### src/rtl/vdic_dut_2022_pkg.sv
// Shared types and constants for the serial command-link receiver.
package vdic_dut_2022_pkg;

  // Serial word geometry: w[9] type, w[8:1] byte (MSB first), w[0] parity.
  localparam int   RX_WORD_W    = 10;
  localparam logic RX_TYPE_DATA = 1'b0;
  localparam logic RX_TYPE_CMD  = 1'b1;

  // Frame status, lowest encoding is the healthy case.
  typedef enum logic [1:0] {
    RX_OK         = 2'd0,
    RX_ERR_PARITY = 2'd1,
    RX_ERR_NARGS  = 2'd2,
    RX_ERR_FRAME  = 2'd3
  } rx_stat_t;

  // Receiver sequencing states.
  typedef enum logic [2:0] {
    ST_SYNC = 3'd0,
    ST_IDLE = 3'd1,
    ST_RX   = 3'd2,
    ST_DONE = 3'd3,
    ST_TAIL = 3'd4
  } rx_state_t;

  // Parity bit that makes a word valid: w[0] must equal the XOR of w[9:1].
  function automatic logic rx_parity(input logic word_type, input logic [7:0] word_byte);
    return ^{word_type, word_byte};
  endfunction

endpackage

### src/rtl/vdic_serial_word_shift.sv
// Serial-to-parallel word shifter. Collects RX_WORD_W bits MSB first and
// presents the finished word for one cycle through a registered strobe,
// together with its parity verdict.
module vdic_serial_word_shift
  import vdic_dut_2022_pkg::*;
(
  input  logic       clk,
  input  logic       rst,
  input  logic       clr,
  input  logic       shift_en,
  input  logic       din,
  output logic       word_type,
  output logic [7:0] word_byte,
  output logic       word_done,
  output logic       par_ok
);

  localparam logic [3:0] LAST_BIT = 4'(RX_WORD_W - 1);

  logic [RX_WORD_W-2:0] shreg;
  logic [3:0]           bit_cnt;

  // Shift one bit per enabled cycle; on the last bit capture the whole word
  // and its parity check, and pulse word_done for exactly one cycle.
  always_ff @(posedge clk) begin
    if (rst || clr) begin
      shreg     <= '0;
      bit_cnt   <= '0;
      word_type <= 1'b0;
      word_byte <= '0;
      word_done <= 1'b0;
      par_ok    <= 1'b0;
    end else begin
      word_done <= 1'b0;
      if (shift_en) begin
        if (bit_cnt == LAST_BIT) begin
          word_type <= shreg[8];
          word_byte <= shreg[7:0];
          par_ok    <= (din == ^shreg);
          word_done <= 1'b1;
          bit_cnt   <= '0;
          shreg     <= '0;
        end else begin
          shreg   <= {shreg[RX_WORD_W-3:0], din};
          bit_cnt <= bit_cnt + 4'd1;
        end
      end
    end
  end

endmodule

### src/rtl/vdic_serial_frame_rx.sv
// Receiver for the serial command link. Deserialises words while enable_n is
// low, collects data bytes until the command word, and offers one parallel
// frame to the core.
//
// Handshake: frame_valid/frame_* are held stable while frame_valid is high and
// frame_ready is low; a transfer happens on a rising edge where both are high,
// after which frame_valid drops unless a new frame loads in that same cycle.
// A frame that completes while the previous one is still unaccepted is
// dropped and rx_overrun pulses for one cycle.
module vdic_serial_frame_rx
  import vdic_dut_2022_pkg::*;
#(
  parameter int MAX_ARGS = 9,
  parameter int MIN_ARGS = 2
) (
  input  logic                  clk,
  input  logic                  rst,
  input  logic                  enable_n,
  input  logic                  din,
  input  logic                  frame_ready,
  output logic                  frame_valid,
  output logic [7:0]            frame_cmd,
  output logic [8*MAX_ARGS-1:0] frame_args,
  output logic [3:0]            frame_nargs,
  output rx_stat_t              frame_status,
  output logic                  rx_busy,
  output logic                  rx_overrun
);

  localparam logic [3:0] MAX_N = 4'(MAX_ARGS);
  localparam logic [3:0] MIN_N = 4'(MIN_ARGS);
  localparam logic [3:0] SAT_N = 4'(MAX_ARGS + 1);

  rx_state_t             state;
  logic [3:0]            nargs_q;
  logic [8*MAX_ARGS-1:0] args_q;
  logic [7:0]            cmd_q;
  logic                  par_err_q;
  logic                  frm_err_q;
  rx_stat_t              stat_d;

  logic                  shift_en;
  logic                  shift_clr;
  logic                  word_type;
  logic [7:0]            word_byte;
  logic                  word_done;
  logic                  par_ok;

  // The shifter only listens while waiting for or inside a frame; elsewhere it
  // is held cleared so every frame starts at bit 0 and trailing words are ignored.
  assign shift_en  = !enable_n && (state == ST_IDLE || state == ST_RX);
  assign shift_clr = !(state == ST_IDLE || state == ST_RX);
  assign rx_busy   = (state == ST_RX) || (state == ST_DONE) || (state == ST_TAIL);

  vdic_serial_word_shift u_shift (
    .clk       (clk),
    .rst       (rst),
    .clr       (shift_clr),
    .shift_en  (shift_en),
    .din       (din),
    .word_type (word_type),
    .word_byte (word_byte),
    .word_done (word_done),
    .par_ok    (par_ok)
  );

  // Frame status by priority: framing, then parity, then argument count.
  always_comb begin
    stat_d = RX_OK;
    if (frm_err_q)                             stat_d = RX_ERR_FRAME;
    else if (par_err_q)                        stat_d = RX_ERR_PARITY;
    else if (nargs_q < MIN_N || nargs_q > MAX_N) stat_d = RX_ERR_NARGS;
  end

  // Receiver FSM, argument buffer and output register with handshake.
  always_ff @(posedge clk) begin
    if (rst) begin
      state        <= ST_SYNC;
      nargs_q      <= '0;
      args_q       <= '0;
      cmd_q        <= '0;
      par_err_q    <= 1'b0;
      frm_err_q    <= 1'b0;
      frame_valid  <= 1'b0;
      frame_cmd    <= '0;
      frame_args   <= '0;
      frame_nargs  <= '0;
      frame_status <= RX_OK;
      rx_overrun   <= 1'b0;
    end else begin
      rx_overrun <= 1'b0;
      if (frame_valid && frame_ready) frame_valid <= 1'b0;

      case (state)
        ST_SYNC: begin
          // Wait for the link to go quiet so we never join a frame mid-way.
          if (enable_n) state <= ST_IDLE;
        end

        ST_IDLE: begin
          nargs_q   <= '0;
          args_q    <= '0;
          cmd_q     <= '0;
          par_err_q <= 1'b0;
          frm_err_q <= 1'b0;
          if (!enable_n) state <= ST_RX;
        end

        ST_RX: begin
          if (word_done) begin
            if (word_type == RX_TYPE_CMD) begin
              cmd_q <= word_byte;
              if (!par_ok) par_err_q <= 1'b1;
              state <= ST_DONE;
            end else begin
              for (int k = 0; k < MAX_ARGS; k++) begin
                if (nargs_q == 4'(k)) args_q[8*k +: 8] <= word_byte;
              end
              if (nargs_q != SAT_N) nargs_q <= nargs_q + 4'd1;
              if (!par_ok) par_err_q <= 1'b1;
              // Gate closing right after a data word still means no command arrived.
              if (enable_n) begin
                frm_err_q <= 1'b1;
                state     <= ST_DONE;
              end
            end
          end else if (enable_n) begin
            frm_err_q <= 1'b1;
            state     <= ST_DONE;
          end
        end

        ST_DONE: begin
          if (frame_valid && !frame_ready) begin
            rx_overrun <= 1'b1;
          end else begin
            frame_valid  <= 1'b1;
            frame_cmd    <= frm_err_q ? 8'h00 : cmd_q;
            frame_args   <= args_q;
            frame_nargs  <= nargs_q;
            frame_status <= stat_d;
          end
          state <= ST_TAIL;
        end

        ST_TAIL: begin
          if (enable_n) state <= ST_IDLE;
        end

        default: state <= ST_SYNC;
      endcase
    end
  end

endmodule

### config.mk
export PLATFORM = sky130hd
export DESIGN_NAME = vdic_serial_frame_rx
export DESIGN_NICKNAME = d
export VERILOG_FILES = /design/src/rtl/vdic_dut_2022_pkg.sv /design/src/rtl/vdic_serial_word_shift.sv /design/src/rtl/vdic_serial_frame_rx.sv
export SDC_FILE = /design/constraint.sdc
export NUM_CORES = 1
export LEC_CHECK = 0
export CORE_UTILIZATION = 55
export DETAILED_ROUTE_END_ITERATION = 8
export GPL_ROUTABILITY_DRIVEN = 0
export PLACE_DENSITY = 0.79
export SLEW_MARGIN = 20
export SYNTH_ARGS = -nofsm -noshare
export SYNTH_HDL_FRONTEND = slang
export SYNTH_SLANG_ARGS = --single-unit
### constraint.sdc
create_clock -name clk -period 2.5 [get_ports clk]
set_clock_uncertainty 0.15 [all_clocks]
set_input_delay 0.5 -clock clk [delete_from_list [all_inputs] [get_ports clk]]
set_output_delay 0.5 -clock clk [all_outputs]
set_load 0.005 [all_outputs]
After elaboration in Yosys (flattened, before gate mapping)
Index checks and enable logic that the tools add are counted.
{ "op_classes": {"addsub": 2, "multipliers": 0, "n_div": 0, "n_lt_le_gt_ge": 2, "eq_ne": 32, "n_shift": 0, "n_mux": 43, "bitwise_logic": 3, "n_reduce_logical": 34} }
{ "ops": {"columns": ["op", "count"], "rows": [
  ["72-bit 2-to-1 mux", 2],
  ["72-bit case mux with 2 select lines", 1],
  ["8-bit 2-to-1 mux", 12],
  ["4-bit AND reduction", 10],
  ["2-bit by 1-bit != test with 1-bit output (second input constant)", 13],
  ["4-bit by 3-bit == test with 1-bit output (second input constant)", 4],
  ["4-bit 2-to-1 mux", 4],
  ["8-bit case mux with 2 select lines", 1],
  ["3-bit 2-to-1 mux", 5],
  ["3-bit case mux with 4 select lines", 1],
  ["1-bit 2-to-1 mux", 10],
  ["9-bit 2-to-1 mux", 1],
  ["9-bit parity", 1],
  ["4-bit by 1-bit adder with 4-bit output (second input constant)", 2],
  ["4-bit by 2-bit == test with 1-bit output (second input constant)", 2],
  ["4-bit == test (second input constant)", 2],
  ["4-bit case mux with 2 select lines", 1],
  ["2-bit AND reduction", 4],
  ["3-bit by 2-bit == test with 1-bit output (second input constant)", 2],
  ["2-bit 2-to-1 mux", 3],
  ["2-bit != test (second input constant)", 3],
  ["3-bit AND reduction", 2],
  ["2-bit OR reduction", 3],
  ["1-bit logical OR", 5],
  ["other kinds (15)", 22]
]} }
{ "word_totals": {"reg_bits": 201, "latch_bits": 0, "ramBits": 0, "romBits": 0, "in_bits": 5, "out_inout_bits": 89, "elab_cells": 142, "mem_count": 0} }

Logic depth before layout (Yosys ltp)
Gate-level depths: netlist of the first run.
{ "logic_depth": {"word_depth": 5, "depth_mapped": 7} }

Cells and area by module
From an unflattened synthesis of the first run, not the netlist that was laid out.
{ "unflattened": {"cells_unflattened": 839, "area_unflattened_um2": 7302.0} }
{ "modules_own_cells": {"columns": ["mod", "n_inst", "cells_per_inst", "area_each_um2", "seq_area_each_um2"], "rows": [
  ["vdic_serial_frame_rx", 1, 734, 6341.1, 3543.4],
  ["vdic_serial_word_shift", 1, 105, 960.9, 480.5]
]} }

Worst setup path before layout of the first run
Ideal clock, no wire load.
{ "synth_timing": {"path_kind": "in2reg", "from": "in enable_n", "to": "reg u_shift.par_ok", "arrival_ns": 1.601, "setup_slack_ns": 0.675, "stages": 4, "n_path_buf": 0, "path_cell_list": "nand2b_4 -> or3b_1 -> or4_4 -> o211ai_2"} }
{ "synth_via": {"elab_chain_len": 3} }
{ "synth_rtl": {"columns": ["element", "line", "text"], "rows": [
  ["start: declaration", "vdic_serial_frame_rx.sv:18", "input logic enable_n,"],
  ["1-bit zero test", null, null],
  ["1-bit logical AND", "vdic_serial_frame_rx.sv:51", "assign shift_en = !enable_n && (state == ST_IDLE || state == ST_RX);"],
  ["2-bit AND reduction (no source line)", null, null],
  ["end signal: assignment", "vdic_serial_word_shift.sv:39", "par_ok <= (din == ^shreg);"],
  ["end: declaration", "vdic_serial_word_shift.sv:15", "output logic par_ok"]
]} }
Every way passes these cells.
A chain may end at the register's enable or synchronous reset.

Final worst setup path of the first run
{ "layout_timing": {"from": "reg state[1]", "to": "out rx_busy"} }
{ "layout_via": {"elab_chain_len": 3} }
{ "layout_rtl": {"columns": ["element", "line", "text"], "rows": [
  ["start: declaration", "vdic_serial_frame_rx.sv:34", "rx_state_t state;"],
  ["start signal: assignment", "vdic_serial_frame_rx.sv:78", "state <= ST_SYNC;"],
  ["start signal: assignment", "vdic_serial_frame_rx.sv:97", "if (enable_n) state <= ST_IDLE;"],
  ["start signal: assignment", "vdic_serial_frame_rx.sv:106", "if (!enable_n) state <= ST_RX;"],
  ["3-bit by 2-bit == test with 1-bit output", "vdic_serial_frame_rx.sv:53", "assign rx_busy = (state == ST_RX) || (state == ST_DONE) || (state == ST_TAIL);"],
  ["1-bit logical OR", "vdic_serial_frame_rx.sv:53", null],
  ["1-bit logical OR *", "vdic_serial_frame_rx.sv:53", null],
  ["end: declaration", "vdic_serial_frame_rx.sv:26", "output logic rx_busy,"]
]} }
Every way passes the cells marked *; elsewhere a longest branch is shown, timed or not.

==> results.py, run 1 <==
metrics = {
    "run_status": {
        "outcome": "finished clean",
    },
    "placed_design": {
        "placed_cells_incl_taps": 1082,
        "placed_cell_areas_sq_mm": 0.00875,
        "dp_hpwl_microns": 10700,
        "io_buffer_count": 93,
    },
    "drt": {
        "detailed_routing_iteration_count_for_the_pre_antenna_repair_pass": 7,
        "routed_wl_microns": 17500,
        "detailedRoute.firstIterationViolations": 533,
        "route.antenna.remaining_nets": 0,
        "drc": 0,
        "routed-via-count": 6298,
        "routed_vias_inst": 5.63,
        "drt-wirelength-per-cell_microns": 15.6,
    },
    "setup_path": {
        "crit_path_max_incr_delay_ps": 460,
        "crit_path_start_kind": "flop",
        "worst_ep_arrival_time_ps": 1800,
        "cp_data_required_time_ps": 1850,
        "cp-end-kind": "output port",
        "timing_worst_setup_path_type": "flop to output port",
        "critPathTopFamily": "flip-flops",
        "path_cells": "nor2_1 > mux2_2 > clkdlybuf4s50_1",
        "worst_path_max_delay_cell": "sky130_fd_sc_hd__dfxtp_2",
        "worst-path-buf-inv": 1,
        "critPathMaxFanout": 16,
    },
    "final_layout": {
        "final_net_count": 938,
        "multi_input_area_sq_mm": 0.00338,
        "layout.cell_area.non_filler_sq_mm": 0.00943,
        "antenna_cells_inserted": 0,
        "layout-area-overhead-vs-synth_pct": 22.3,
        "post_layout_nonfiller_instances": 1118,
        "regArea_sq_mm": 0.00403,
        "post_route_cells_drive_above_1_share": 0.0828,
        "fill_cells": 1080,
    },
    "clock_network": {
        "maximum_count_of_clock_buffers_along_a_single_path": 3,
        "post_cts_resize_count": 2,
        "cts_sinks": 201,
        "tritoncts": "yes",
        "cts.repair_timing.setup_buffer_count": 0,
        "cts_hold_repair.buffers": 0,
        "cts_root_buf": "sky130_fd_sc_hd__clkbuf_16",
        "clk_pin_slew_worst_paths_ps": 60,
        "cts_inserted_buffers": 20,
        "clk_latency_ps": 480,
        "ctsHtreeMaxLevel": 1,
    },
    "pwr": {
        "power-per-cell-area_mw_per_mm2": 684,
        "max-vdd-ir-drop_mv": 0.377,
        "power.static_leakage_nw": 3.27,
        "report.power.total_w": 0.00645,
    },
    "run": {
        "cap_viol_max_count": 0,
    },
    "logic_synthesis": {
        "syn_area_sq_mm": 0.00771,
        "synth_flop_cell": "sky130_fd_sc_hd__dfxtp_1",
        "post_synth_inst_count": 861,
        "synth_top_cells_by_count": "sky130_fd_sc_hd__dfxtp_1, sky130_fd_sc_hd__nand2_1, sky130_fd_sc_hd__a21oi_1, sky130_fd_sc_hd__nor2_1, sky130_fd_sc_hd__a22oi_1",
        "yosys.area.top_type_share": 0.522,
        "mappedNetlistNets": 871,
        "synth.distinct_cells": 56,
        "synth-async-reset-ratio": 0,
        "synth_edf_count": 0,
        "yosysWarningCount": 0,
        "synth_top_cells_by_area": "sky130_fd_sc_hd__dfxtp_1, sky130_fd_sc_hd__nand2_1, sky130_fd_sc_hd__a22oi_1",
        "synth-seq-area-share": 0.522,
        "synthMostInstantiatedCell": "sky130_fd_sc_hd__dfxtp_1",
        "synth.ff_latch_count": 201,
        "postSynthAreaPerCell_sq_um": 8.95,
        "synth.largest_area_cell": "sky130_fd_sc_hd__dfxtp_1",
    },
    "sta": {
        "final_min_period_over_clock_period": 0.978,
        "timing.final.crit_period_ps": 2450,
        "final_hold_violation_count": 0,
        "finalSetupViolCount": 0,
        "report.final.slew_viol_count": 0,
        "rsz0062_at_grt": "no",
        "tightestPinTransition_ps": 880,
        "setup_total_negative_slack_ps": 0,
        "maxSlewHeadroom": 0.413,
        "fmaxAchievable_mhz": 409,
    },
    "floorplan": {
        "die_area_sq_mm": 0.0145,
        "core-area_sq_mm": 0.0135,
        "floorplan.die.height_microns": 120,
        "dieWidth_microns": 120,
        "ioPinCount": 94,
        "floorplan.initialDensity": 0.573,
        "floorplan.rows": 42,
    },
    "grt": {
        "first_global_vias": 5962,
        "track_usage": 0.244,
        "grt_antenna_before_repair": 0,
        "first_pass_grt_wire_length_microns": 29000,
        "overflow": 0,
        "grt_start_max_net_pins": 90,
    },
    "min_path": {
        "worst_hold_path_type": "input port to flop",
    },
}
## final cells by class
class,count,share of cell area
repair buffers,109,0.115
inverters,10,0.00398
flip-flops and latches,201,0.427
well taps,176,0.0233
multi-input cells,586,0.358
clock inverters,7,0.00929
clock buffers,29,0.0631
## worst paths after layout
| check | slack (ps) | to | startpoint | depth (start not counted) |
|---|---|---|---|---|
| max reg2reg | 400 | args_q[29] | state[1] | 4 |
| max | 50 | rx_busy | state[1] | 3 |
| min | 170 | frame_cmd[0] | rst | 2 |
| min reg2reg | 300 | frame_cmd[2] | frame_cmd[2] | 2 |
## sequential cells by signal, indices dropped and copies added (netlist names)
name,flops
u_shift.shreg,9
frame_status,2
frame_cmd,8
args_q,72
u_shift.word_byte,8
u_shift.par_ok,1
par_err_q,1
state,3
frm_err_q,1
frame_nargs,4
u_shift.word_done,1
frame_args,72
frame_valid,1
u_shift.bit_cnt,4
cmd_q,8
u_shift.word_type,1
nargs_q,4
rx_overrun,1
## cells in the final DEF, fill, tap and decap left out, drive strengths merged, types with 5 or more instances in the layout
cell type	synthesis	final
xnor2	6	6
a22oi	72	72
nand2b	5	5
a21oi	103	103
mux2i	18	18
clkbuf	43	29
clkdlybuf4s50	0	92
nand2	171	171
o21ai	8	8
ha	5	5
nor3	11	11
inv	9	9
o221ai	9	9
clkinv	1	5
nand3b	11	11
nor2	102	102
nand3	10	10
dfxtp	201	201
buf	21	17
nor3b	8	8
## stage by stage
step / worst slack (ps) / hold WS, ps / util
6_report: 53.8 / 174 / 0.701
5_1_grt: 19.0 / 173 / 0.701
4_1_cts: 29.2 / 163 / 0.701
3_5_place_dp: 165 / 292 / 0.650
3_3_place_gp: 170 / 289 / 0.650
2_1_floorplan: 675 / 273 / -
## routing by layer
metal / global-route usage / wire length (microns) / vias up
li1: - / - / 3100
met1: 0.331 / 8110 / 3004
met2: 0.408 / 8250 / 176
met3: 0.0363 / 930 / 18
met4: 0.0617 / 197 / 0
met5: 0 / 0 / -
## power by group
| part | total, W | leakage, nW | internal, W | switching [W] |
|---|---|---|---|---|
| Combinational | 0.000190 | 1.32 | 0.0000594 | 0.000130 |
| Clock | 0.00305 | 0.336 | 0.00186 | 0.00118 |
| Sequential | 0.00322 | 1.62 | 0.00321 | 0.00000999 |
| Total | 0.00645 | 3.27 | 0.00513 | 0.00132 |
## cell families after synthesis
logic type / after synthesis / share of synthesized area
adders and majority gates: 5 / 0.00811
muxes: 19 / 0.0248
and+or+nand+nor: 346 / 0.211
DFF: 201 / 0.522
AOI/OAI and AO/OA: 207 / 0.181
xor gates and xnor gates: 9 / 0.0120
buffers and inverters: 74 / 0.0412
Power figures use the tool's default switching activity.
==> inputs of run 2 (changes only) <==
- CORE_UTILIZATION: 55 -> 40
- PLACE_DENSITY: 0.79 -> 0.61
==> run 2 against run 1 <==
Power up 4.1%. Critical path depth unchanged. Sequential power about the same. Design area up 1.6%. Count of clock-buffer cells in the layout up 2. Sequential share of layout area down 0.62 points. Critical path type unchanged. Largest cell class unchanged. Largest power group is now clock. Highest routed layer unchanged.
==> results.py, run 2 (synthesized netlist as in run 1, its figures left out) <==
metrics = {
    "floorplan": {
        "floorplan.rows": 50,
        "die_area_sq_mm": 0.0198,
        "ioPinCount": 94,
        "floorplan.die.height_microns": 141,
        "dieWidth_microns": 141,
        "floorplan.initialDensity": 0.411,
        "core-area_sq_mm": 0.0188,
    },
    "grt": {
        "track_usage": 0.179,
        "overflow": 0,
        "first_pass_grt_wire_length_microns": 28900,
        "first_global_vias": 5499,
        "grt_start_max_net_pins": 120,
        "grt_antenna_before_repair": 0,
    },
    "drt": {
        "routed-via-count": 6118,
        "drc": 0,
        "drt-wirelength-per-cell_microns": 15.2,
        "detailed_routing_iteration_count_for_the_pre_antenna_repair_pass": 5,
        "routed_wl_microns": 18000,
        "detailedRoute.firstIterationViolations": 402,
        "routed_vias_inst": 5.18,
        "route.antenna.remaining_nets": 0,
    },
    "setup_path": {
        "worst_path_max_delay_cell": "sky130_fd_sc_hd__clkdlybuf4s50_1",
        "crit_path_start_kind": "flop",
        "crit_path_max_incr_delay_ps": 500,
        "reg2reg_depth": 6,
        "cp-end-kind": "output port",
        "worst-path-buf-inv": 1,
        "worst_ep_arrival_time_ps": 1760,
        "worst-path-stages": 3,
        "critPathMaxFanout": 17,
        "ff2ff_setup_slack_ps": 370,
        "cp_data_required_time_ps": 1850,
        "path_cells": "nor2_1 > mux2_2 > clkdlybuf4s50_1",
        "timing_worst_setup_path_type": "flop to output port",
        "critPathTopFamily": "buffers and inverters",
    },
    "min_path": {
        "worst_hold_path.num_cells": 3,
        "worst_hold_path_type": "input port to flop",
    },
    "final_layout": {
        "leading_cell_type_in_the_layout_fill_and_taps_excluded": "sky130_fd_sc_hd__dfxtp_1",
        "layout_top_registers": "args_q: 72 flops, frame_args: 72 flops, u_shift.shreg: 9 flops",
        "regArea_sq_mm": 0.00403,
        "post_layout_nonfiller_instances": 1180,
        "final_net_count": 940,
        "antenna_cells_inserted": 0,
        "post_route_cells_drive_above_1_share": 0.0877,
        "layout-area-overhead-vs-synth_pct": 24.3,
        "fill_cells": 1773,
        "multi_input_area_sq_mm": 0.00338,
        "layout.cells.most_common_list": "sky130_fd_sc_hd__dfxtp_1, sky130_fd_sc_hd__nand2_1, sky130_fd_sc_hd__a21oi_1",
    },
    "sta": {
        "tightestPinTransition_ps": 747,
        "fmaxAchievable_mhz": 415,
        "final_min_period_over_clock_period": 0.965,
        "setup_total_negative_slack_ps": 0,
        "timing.final.crit_period_ps": 2410,
        "hold_ws_ps": 165,
        "rsz0062_at_grt": "no",
        "maxSlewHeadroom": 0.501,
        "fin_ws_ps": 87.6,
        "finalSetupViolCount": 0,
        "report.final.slew_viol_count": 0,
        "final_hold_violation_count": 0,
    },
    "clock_network": {
        "clk_latency_ps": 500,
        "cts_inserted_buffers": 22,
        "cts.repair_timing.setup_buffer_count": 0,
        "cts_hold_repair.buffers": 0,
        "cts_root_buf": "sky130_fd_sc_hd__clkbuf_16",
        "post_cts_resize_count": 3,
        "tritoncts": "yes",
        "maximum_count_of_clock_buffers_along_a_single_path": 3,
        "clk_pin_slew_worst_paths_ps": 60,
        "ctsHtreeMaxLevel": 1,
        "cts_sinks": 201,
    },
    "run_status": {
        "outcome": "finished clean",
    },
    "pwr": {
        "p_comb_frac": 0.028,
        "intPower_w": 0.00530,
        "switching_share_of_power": 0.211,
        "clock_power_share": 0.493,
        "power-per-cell-area_mw_per_mm2": 701,
        "power.static_leakage_nw": 3.30,
        "max-vdd-ir-drop_mv": 0.473,
        "power_share_of_the_sequential_group": 0.479,
        "net_switching_power_w": 0.00141,
    },
    "placed_design": {
        "io_buffer_count": 93,
        "placed_cells_incl_taps": 1140,
        "dp_slack_ps": 178,
        "dp_hpwl_microns": 11200,
    },
    "run": {
        "cap_viol_max_count": 0,
    },
}
-- run 2: cell types whose count changed in the layout (fill, tap and decap cells not counted) --
cell / before / now
sky130_fd_sc_hd__clkbuf_1: 4 / 3
sky130_fd_sc_hd__clkbuf_16: 21 / 23
sky130_fd_sc_hd__clkbuf_8: 4 / 5
sky130_fd_sc_hd__clkinv_2: 4 / 5
sky130_fd_sc_hd__clkinvlp_4: 1 / 2
sky130_fd_sc_hd__dfxtp_2: 3 / 1
sky130_fd_sc_hd__dfxtp_4: 0 / 2
-- run 2: power groups by stage --
stage	Sequential, W	Clock, W	Combinational, W
floorplan	0.00328	0	0.000146
global placement	0.00329	0	0.000191
detailed placement	0.00329	0	0.000191
CTS	0.00322	0.00339	0.000191
global route	0.00322	0.00353	0.000206
finish	0.00322	0.00331	0.000190
-- run 2: worst paths after layout --
check	to	startpoint
max	rx_busy	state[0]
min	state[1]	rst
max reg2reg	nargs_q[3]	nargs_q[0]
min reg2reg	frame_cmd[0]	frame_cmd[0]
-- run 2: layout make-up --
cell class	count	share of cell area
Clock buffer	31	0.0684
Clock inverter	9	0.0104
Inverter	10	0.00392
Multi-Input combinational cell	586	0.353
Sequential cell	201	0.421
Tap cell	234	0.0306
Timing Repair Buffer	109	0.113
-- run 2: through the flow --
step / cell area [sq um] / utilization / power (W)
after floorplan: 7710 / - / 0.00343
final: 9580 / 0.511 / 0.00671
after global placement: 8820 / 0.470 / 0.00348
after CTS: 9580 / 0.510 / 0.00680
after detailed placement: 8820 / 0.470 / 0.00348
after global routing: 9580 / 0.511 / 0.00695
-- run 2: metal layers --
| metal | vias up | GRT usage | part of all wire |
|---|---|---|---|
| li1 | 3106 | - | - |
| met1 | 2852 | 0.263 | 0.50 |
| met2 | 134 | 0.270 | 0.44 |
| met3 | 26 | 0.0268 | 0.047 |
| met4 | 0 | 0.0521 | 0.018 |
| met5 | - | 0 | 0 |
-- run 2: tightest hold or removal path, cell delays in order --
cell,delay (ps)
sky130_fd_sc_hd__buf_4,120
sky130_fd_sc_hd__nor2_1,60
sky130_fd_sc_hd__o21a_1,90
==> inputs of run 3 (changes only) <==
- CORE_UTILIZATION: 40 -> 55
- PLACE_DENSITY: 0.61 -> 0.79
==> results of run 3 <==
No change in the layout: final DEF, timing and power equal those of run 1.
